`src/rtl/ph_host_port_if.sv`:
```
// Host register bus and upstream FIFO read port of the parasite host port.
// Strobe semantics: h_cs is a single-cycle access strobe that needs no ready.
// The access completes at the rising edge that closes the strobe cycle.
// f_rd_en is a pop request that the FIFO always honours while f_empty=0.
// The popped byte appears on f_data in the following cycle.
interface ph_host_port_if;
   logic       h_cs;
   logic       h_a;
   logic       h_rd;
   logic [7:0] h_din;
   logic [7:0] h_dout;
   logic       h_irq;
   logic [7:0] f_data;
   logic       f_empty;
   logic       f_rd_en;

   // Host and FIFO side (drives accesses, supplies FIFO data).
   modport master (
      output h_cs, h_a, h_rd, h_din, f_data, f_empty,
      input  h_dout, h_irq, f_rd_en
   );

   // The host port block itself.
   modport slave (
      input  h_cs, h_a, h_rd, h_din, f_data, f_empty,
      output h_dout, h_irq, f_rd_en
   );
endinterface

```
`src/rtl/ph_host_port.sv`:
```
// Host-side port for the parasite-to-host byte channel.
// A two-entry prefetch buffer is kept filled from the upstream FIFO.
// It is exposed to the host as a status/control register and a data register.
module ph_host_port (
   input  logic                 h_phi2,
   input  logic                 h_rst,
   ph_host_port_if.slave        bus,
   output logic                 dbg_fetch
);

   typedef enum logic {IDLE = 1'b0, FETCH = 1'b1} fetch_state_t;

   fetch_state_t state;
   logic         in_flight;
   logic         rst_done;
   logic [7:0]   head;
   logic [7:0]   tail;
   logic [1:0]   count;
   logic         irq_en;
   logic         two_byte;
   logic         underflow;
   logic         irq_q;

   logic         data_rd;
   logic         ctrl_wr;
   logic         pop;
   logic         capture;
   logic         fetch_go;
   logic         avail;
   logic         unused_din;

   assign data_rd  = bus.h_cs & bus.h_a & bus.h_rd;
   assign ctrl_wr  = bus.h_cs & ~bus.h_a & ~bus.h_rd;
   assign pop      = data_rd & (count != 2'd0);
   assign capture  = (state == FETCH);
   // rst_done keeps the first pop request off until one edge after reset release.
   assign fetch_go = rst_done & (state == IDLE) & ~bus.f_empty & (count < 2'd2);
   assign avail    = two_byte ? (count == 2'd2) : (count != 2'd0);

   assign bus.f_rd_en = fetch_go;
   assign bus.h_irq   = irq_q;
   assign dbg_fetch   = in_flight;
   assign unused_din  = ^{bus.h_din[7], bus.h_din[3:0]};

   // Fetch FSM: one pop request, then one capture cycle, so at most one byte is in flight.
   always_ff @(posedge h_phi2 or posedge h_rst) begin
      if (h_rst) begin
         state     <= IDLE;
         in_flight <= 1'b0;
         rst_done  <= 1'b0;
      end else begin
         rst_done <= 1'b1;
         case (state)
            IDLE: begin
               if (fetch_go) begin
                  state     <= FETCH;
                  in_flight <= 1'b1;
               end
            end
            FETCH: begin
               state     <= IDLE;
               in_flight <= 1'b0;
            end
            default: begin
               state     <= IDLE;
               in_flight <= 1'b0;
            end
         endcase
      end
   end

   // Prefetch buffer: head is always the oldest byte; pop and capture on one edge keep order.
   always_ff @(posedge h_phi2 or posedge h_rst) begin
      if (h_rst) begin
         head  <= 8'h00;
         tail  <= 8'h00;
         count <= 2'd0;
      end else begin
         if (pop && capture) begin
            if (count == 2'd1) begin
               head <= bus.f_data;
            end else begin
               head <= tail;
               tail <= bus.f_data;
            end
         end else if (pop) begin
            head  <= tail;
            count <= count - 2'd1;
         end else if (capture) begin
            if (count == 2'd0) head <= bus.f_data;
            else               tail <= bus.f_data;
            count <= count + 2'd1;
         end
      end
   end

   // Control register, sticky underflow and the registered interrupt request.
   always_ff @(posedge h_phi2 or posedge h_rst) begin
      if (h_rst) begin
         irq_en    <= 1'b0;
         two_byte  <= 1'b0;
         underflow <= 1'b0;
         irq_q     <= 1'b0;
      end else begin
         irq_q <= irq_en & avail;
         if (ctrl_wr) begin
            irq_en   <= bus.h_din[5];
            two_byte <= bus.h_din[6];
            if (bus.h_din[4]) underflow <= 1'b0;
         end
         if (data_rd && (count == 2'd0)) underflow <= 1'b1;
      end
   end

   // Host read mux: data or status during a read strobe, zero otherwise.
   always_comb begin
      bus.h_dout = 8'h00;
      if (!h_rst && bus.h_cs && bus.h_rd) begin
         if (bus.h_a) bus.h_dout = (count != 2'd0) ? head : 8'hAA;
         else         bus.h_dout = {avail, two_byte, irq_en, underflow, 4'b0000};
      end
   end

endmodule

```
`src/flat_wrapper.sv`:
```
// flat-port wrapper written by rule: the top's interface ports become plain ports
module ph_host_port_flat 
  (h_phi2, h_rst, dbg_fetch, bus_h_cs, bus_h_a, bus_h_rd, bus_h_din, bus_f_data, bus_f_empty, bus_h_dout, bus_h_irq, bus_f_rd_en);
  ph_host_port_if bus_i ();
  input  logic h_phi2;
  input  logic h_rst;
  output logic dbg_fetch;
  input wire logic [$bits(bus_i.h_cs)-1:0] bus_h_cs;
  input wire logic [$bits(bus_i.h_a)-1:0] bus_h_a;
  input wire logic [$bits(bus_i.h_rd)-1:0] bus_h_rd;
  input wire logic [$bits(bus_i.h_din)-1:0] bus_h_din;
  input wire logic [$bits(bus_i.f_data)-1:0] bus_f_data;
  input wire logic [$bits(bus_i.f_empty)-1:0] bus_f_empty;
  output wire logic [$bits(bus_i.h_dout)-1:0] bus_h_dout;
  output wire logic [$bits(bus_i.h_irq)-1:0] bus_h_irq;
  output wire logic [$bits(bus_i.f_rd_en)-1:0] bus_f_rd_en;
  assign bus_i.h_cs = bus_h_cs;
  assign bus_i.h_a = bus_h_a;
  assign bus_i.h_rd = bus_h_rd;
  assign bus_i.h_din = bus_h_din;
  assign bus_i.f_data = bus_f_data;
  assign bus_i.f_empty = bus_f_empty;
  assign bus_h_dout = bus_i.h_dout;
  assign bus_h_irq = bus_i.h_irq;
  assign bus_f_rd_en = bus_i.f_rd_en;
  ph_host_port u_core (.h_phi2(h_phi2), .h_rst(h_rst), .bus(bus_i), .dbg_fetch(dbg_fetch));
endmodule
```
`config.mk`:
```
export PLATFORM = sky130hd
export DESIGN_NAME = ph_host_port_flat
export DESIGN_NICKNAME = d
export VERILOG_FILES = /design/src/rtl/ph_host_port_if.sv /design/src/rtl/ph_host_port.sv /design/src/flat_wrapper.sv
export SDC_FILE = /design/constraint.sdc
export NUM_CORES = 1
export LEC_CHECK = 0
export ABC_CLOCK_PERIOD_IN_PS = 6800
export BUFFER_PORTS_ARGS = -buffer_cell sky130_fd_sc_hd__clkbuf_2
export CORE_MARGIN = 10
export CORE_UTILIZATION = 50
export CTS_CLUSTER_SIZE = 10
export DETAILED_ROUTE_END_ITERATION = 10
export GPL_TIMING_DRIVEN = 0
export PLACE_DENSITY_LB_ADDON = 0.05
export SLEW_MARGIN = 20
export SYNTH_ARGS = -nofsm -noshare
export SYNTH_HDL_FRONTEND = slang
export SYNTH_SLANG_ARGS = --single-unit
```
`constraint.sdc`:
```
create_clock -name h_phi2 -period 6.8 [get_ports h_phi2]
set_clock_uncertainty 0.2 [all_clocks]
set_input_delay 1.02 -clock h_phi2 [delete_from_list [all_inputs] [get_ports h_phi2]]
set_output_delay 1.02 -clock h_phi2 [all_outputs]
set_load 0.05 [all_outputs]
```
==> metrics.md <==
| Metric | Value |
|---|---|
| R2r startpoint | `u_core.count[0]$_DFFE_PP0P_` |
| PostCTS Resize Cnt | `0` |
| Min Tclk post-route | `3.89 ns` |
| Worst setup EP type | `output pin` |
| Gpl congestion | `0.767` |
| First-pass detailed-route iteration total | `4` |
| Slowest-stage cell, CP | `clkinv_1` |
| Clk_lat worst skew | `0.31 ns` |
| Final Max Slew Viols | `0` |
| Lkg Pwr | `0.752 nW` |
| Clock power frac | `0.108` |
| Count of flip-flops with a built-in enable after synthesis | `0` |
| Slew HR | `0.364` |
| DR vias/cell | `5.74` |
| DP HPWL | `2.44 mm` |
| Total of max-cap violations | `0` |
| H-tree depth | `1` |
| Syn Area/Cell | `10.7 µm²` |
| # DRC | `0` |
| Final period utilization | `0.572` |
| Pin slew with the least headroom to its limit | `0.949 ns` |
| Fill count | `232` |
| Cells after Synth | `133` |
| Antenna viol nets, final | `0` |
| Most common cell in the netlist | `dfrtp_1` |
| Clock Path Buffers | `2` |
| Worst Setup SP | `h_rst` |
| Clock Sinks | `25` |
| WP data arrival | `2.67 ns` |
| Synthesized flop and latch total | `25` |
| Post-CTS Setup Bufs | `0` |
| Die Wd | `73.3 µm` |
| Post-Syn Nets | `159` |
| Max Clk Rate | `257 MHz` |
| Outcome | `completed` |
| First-pass GRT wire length | `5.08 mm` |
| Sw frac | `0.385` |
| Clock Pin Slew Worst Setup and Hold Paths | `0.13 ns` |
| Int Power | `366 µW` |
| Peak VDD IR | `247 µV` |
| Combinational power share | `0.460` |
| Die height | `73.3 µm` |
| Die Area | `5380 µm²` |
| TritonCTS clock tree | `yes` |
| Area grow syn2layout | `14.1%` |
| DR vias | `1120` |
| Root buffer cell | `clkbuf_4` |
| Max stage delay on crit path | `0.72 ns` |
| Total grt overflow | `0` |
| Port-buffer cells | `27` |
| Sequential power share | `0.431` |
| Synth top area cells | `dfrtp_1 44%, mux2_2 14%, a32oi_1 5.5%, a31oi_1 3.5%, ha_1 3.5%` |
| Core area | `2730 µm²` |
| Setup Viol. Count Final | `0` |
| Number of CTS-inserted buffers | `3` |
| Yosys top cell by area | `dfrtp_1` |
| Num rows | `19` |
| CP Data Required Time | `5.58 ns` |
| Yosys warnings | `0` |
| Synth Flop Type | `dfrtp_1` |
| Distinct cells, synth | `35` |
| Hold bufs inserted after CTS | `0` |
| Vias in the first global route | `1117` |
| Startpoint Class | `primary input` |
| Total GRT Usage | `0.114` |
| Synth cell count leaders | `25 x dfrtp_1, 18 x mux2_2, 9 x a32oi_1, 8 x a31oi_1, 8 x nand3_1` |
| Post-synthesis cell area | `1420 µm²` |
| Async set-reset flop share out of synthesis | `1.00` |
| Crit path max fanout | `29` |
| Psw | `229 µW` |
| Layout cells sized above 1 | `0.335` |
| Final Power | `595 µW` |
| Wirelength, routed | `3.08 mm` |
| Hold Vio Cnt, Final | `0` |
| Ports | `33` |
| Min-delay src | `u_core.dbg_fetch$_DFFE_PP0P_` |
| Antenna diodes | `0` |
| Register area share after synthesis | `0.440` |
| 1st-iter DRT viols | `27` |
| CP Cell Sequence | `clkbuf_2 > clkinv_1 > and3_1 > o221a_2 > clkbuf_2` |
| Initial antenna violation count | `0` |
| RSZ-0062 raised after global routing | `false` |
| Final nets | `191` |
| Setup_tns | `0 ns` |
| Mean routed wirelength per cell | `15.8 µm` |
| Most frequent CP cell | `clkbuf_2` |
| Post-synth top area share | `0.440` |
| Initial Utilization | `0.520` |
| PwrDens | `367 nW/µm²` |
| Largest net degree at the start of global routing | `30` |
| Hold WC Path Type | `reg2reg` |
| Critical path class | `in2out` |
## through the flow
step	std cells	hold WS, ns	cell area (µm²)	util	setup slack, ns
floorplan	133	0.252	1420	-	2.84
global placement	191	0.264	1600	0.584	2.94
detailed placement	191	0.272	1600	0.584	2.89
CTS	195	0.304	1620	0.594	2.89
global route	195	0.317	1620	0.594	2.67
finish	195	0.300	1620	0.594	2.91
## critical path: cells and delay by family
kind            cells  cell delay (ns)
buf+inv             3             1.03
simple gates        1             0.47
compound gates      1             0.13
## cell type report
class                      count  area, µm²  area share
inverter                       5       18.8      0.0116
sequential                    25        626       0.386
clock buffer                   4       26.3      0.0162
multi-input combinational     94        731       0.450
buffer                         9       47.5      0.0293
tap                           31       38.8      0.0239
timing repair buffer          27        135      0.0833
## layout by cell type, fill, tap and decap left out, drive strengths merged, types with 4 or more instances in the layout
master / instances
a21oi: 4
nand3: 8
a31oi: 8
nor3: 7
buf: 4
dfrtp: 25
mux2: 18
inv: 4
clkbuf: 36
and3: 4
ha: 4
a32oi: 9
nor2: 5
## logic make-up (layout without fill, tap and decap cells)
logic type,after synthesis,count (layout),synth area share
XOR/XNOR,2,2,0.0123
AND/OR/NAND/NOR,40,40,0.160
AO/OA/AOI/OAI,28,28,0.154
other,1,1,0.00264
multiplexers,19,19,0.150
buffers and inverters,14,45,0.0466
flip-flops,25,25,0.440
adder cells (fa/ha/maj),4,4,0.0352
## final timing paths
kind	depth (start not counted)	slack, ns	end
worst max-delay path	5	2.91	bus_h_dout[7]
worst min register to register	1	0.30	u_core.dbg_fetch$_DFFE_PP0P_
max in group asynchronous	2	5.40	u_core.head[2]$_DFFE_PP0P_
worst min-delay path	1	0.30	u_core.dbg_fetch$_DFFE_PP0P_
min in group asynchronous	2	0.57	u_core.irq_en$_DFFE_PP0P_
worst max register to register	11	3.66	u_core.tail[1]$_DFFE_PP0P_
## power by group through the flow
stage          combinational (mW)  sequential [mW]  clock [mW]
2_1_floorplan               0.207            0.264           0
3_3_place_gp                0.266            0.255           0
6_report                    0.274            0.257      0.0643
5_1_grt                     0.301            0.266      0.0732
3_5_place_dp                0.275            0.261           0
4_1_cts                     0.276            0.257      0.0682
## layer usage
| metal | up-vias | share of wire | GRT usage |
|---|---|---|---|
| met1 | 517 | 0.46 | 0.133 |
| met3 | 4 | 0.085 | 0.0363 |
| met4 | 0 | 0.011 | 0.0393 |
| met5 | - | 0 | 0 |
| li1 | 561 | - | - |
| met2 | 38 | 0.45 | 0.192 |
## registers in the layout, indices dropped and copies added (netlist names)
| name | flops |
|---|---|
| u_core.tail | 8 |
| u_core.dbg_fetch | 1 |
| u_core.irq_en | 1 |
| u_core.capture | 1 |
| u_core.head | 8 |
| u_core.underflow | 1 |
| u_core.rst_done | 1 |
| u_core.bus.h_irq | 1 |
| u_core.two_byte | 1 |
| u_core.count | 2 |
Note: power is estimated with default switching activity, not from simulation.
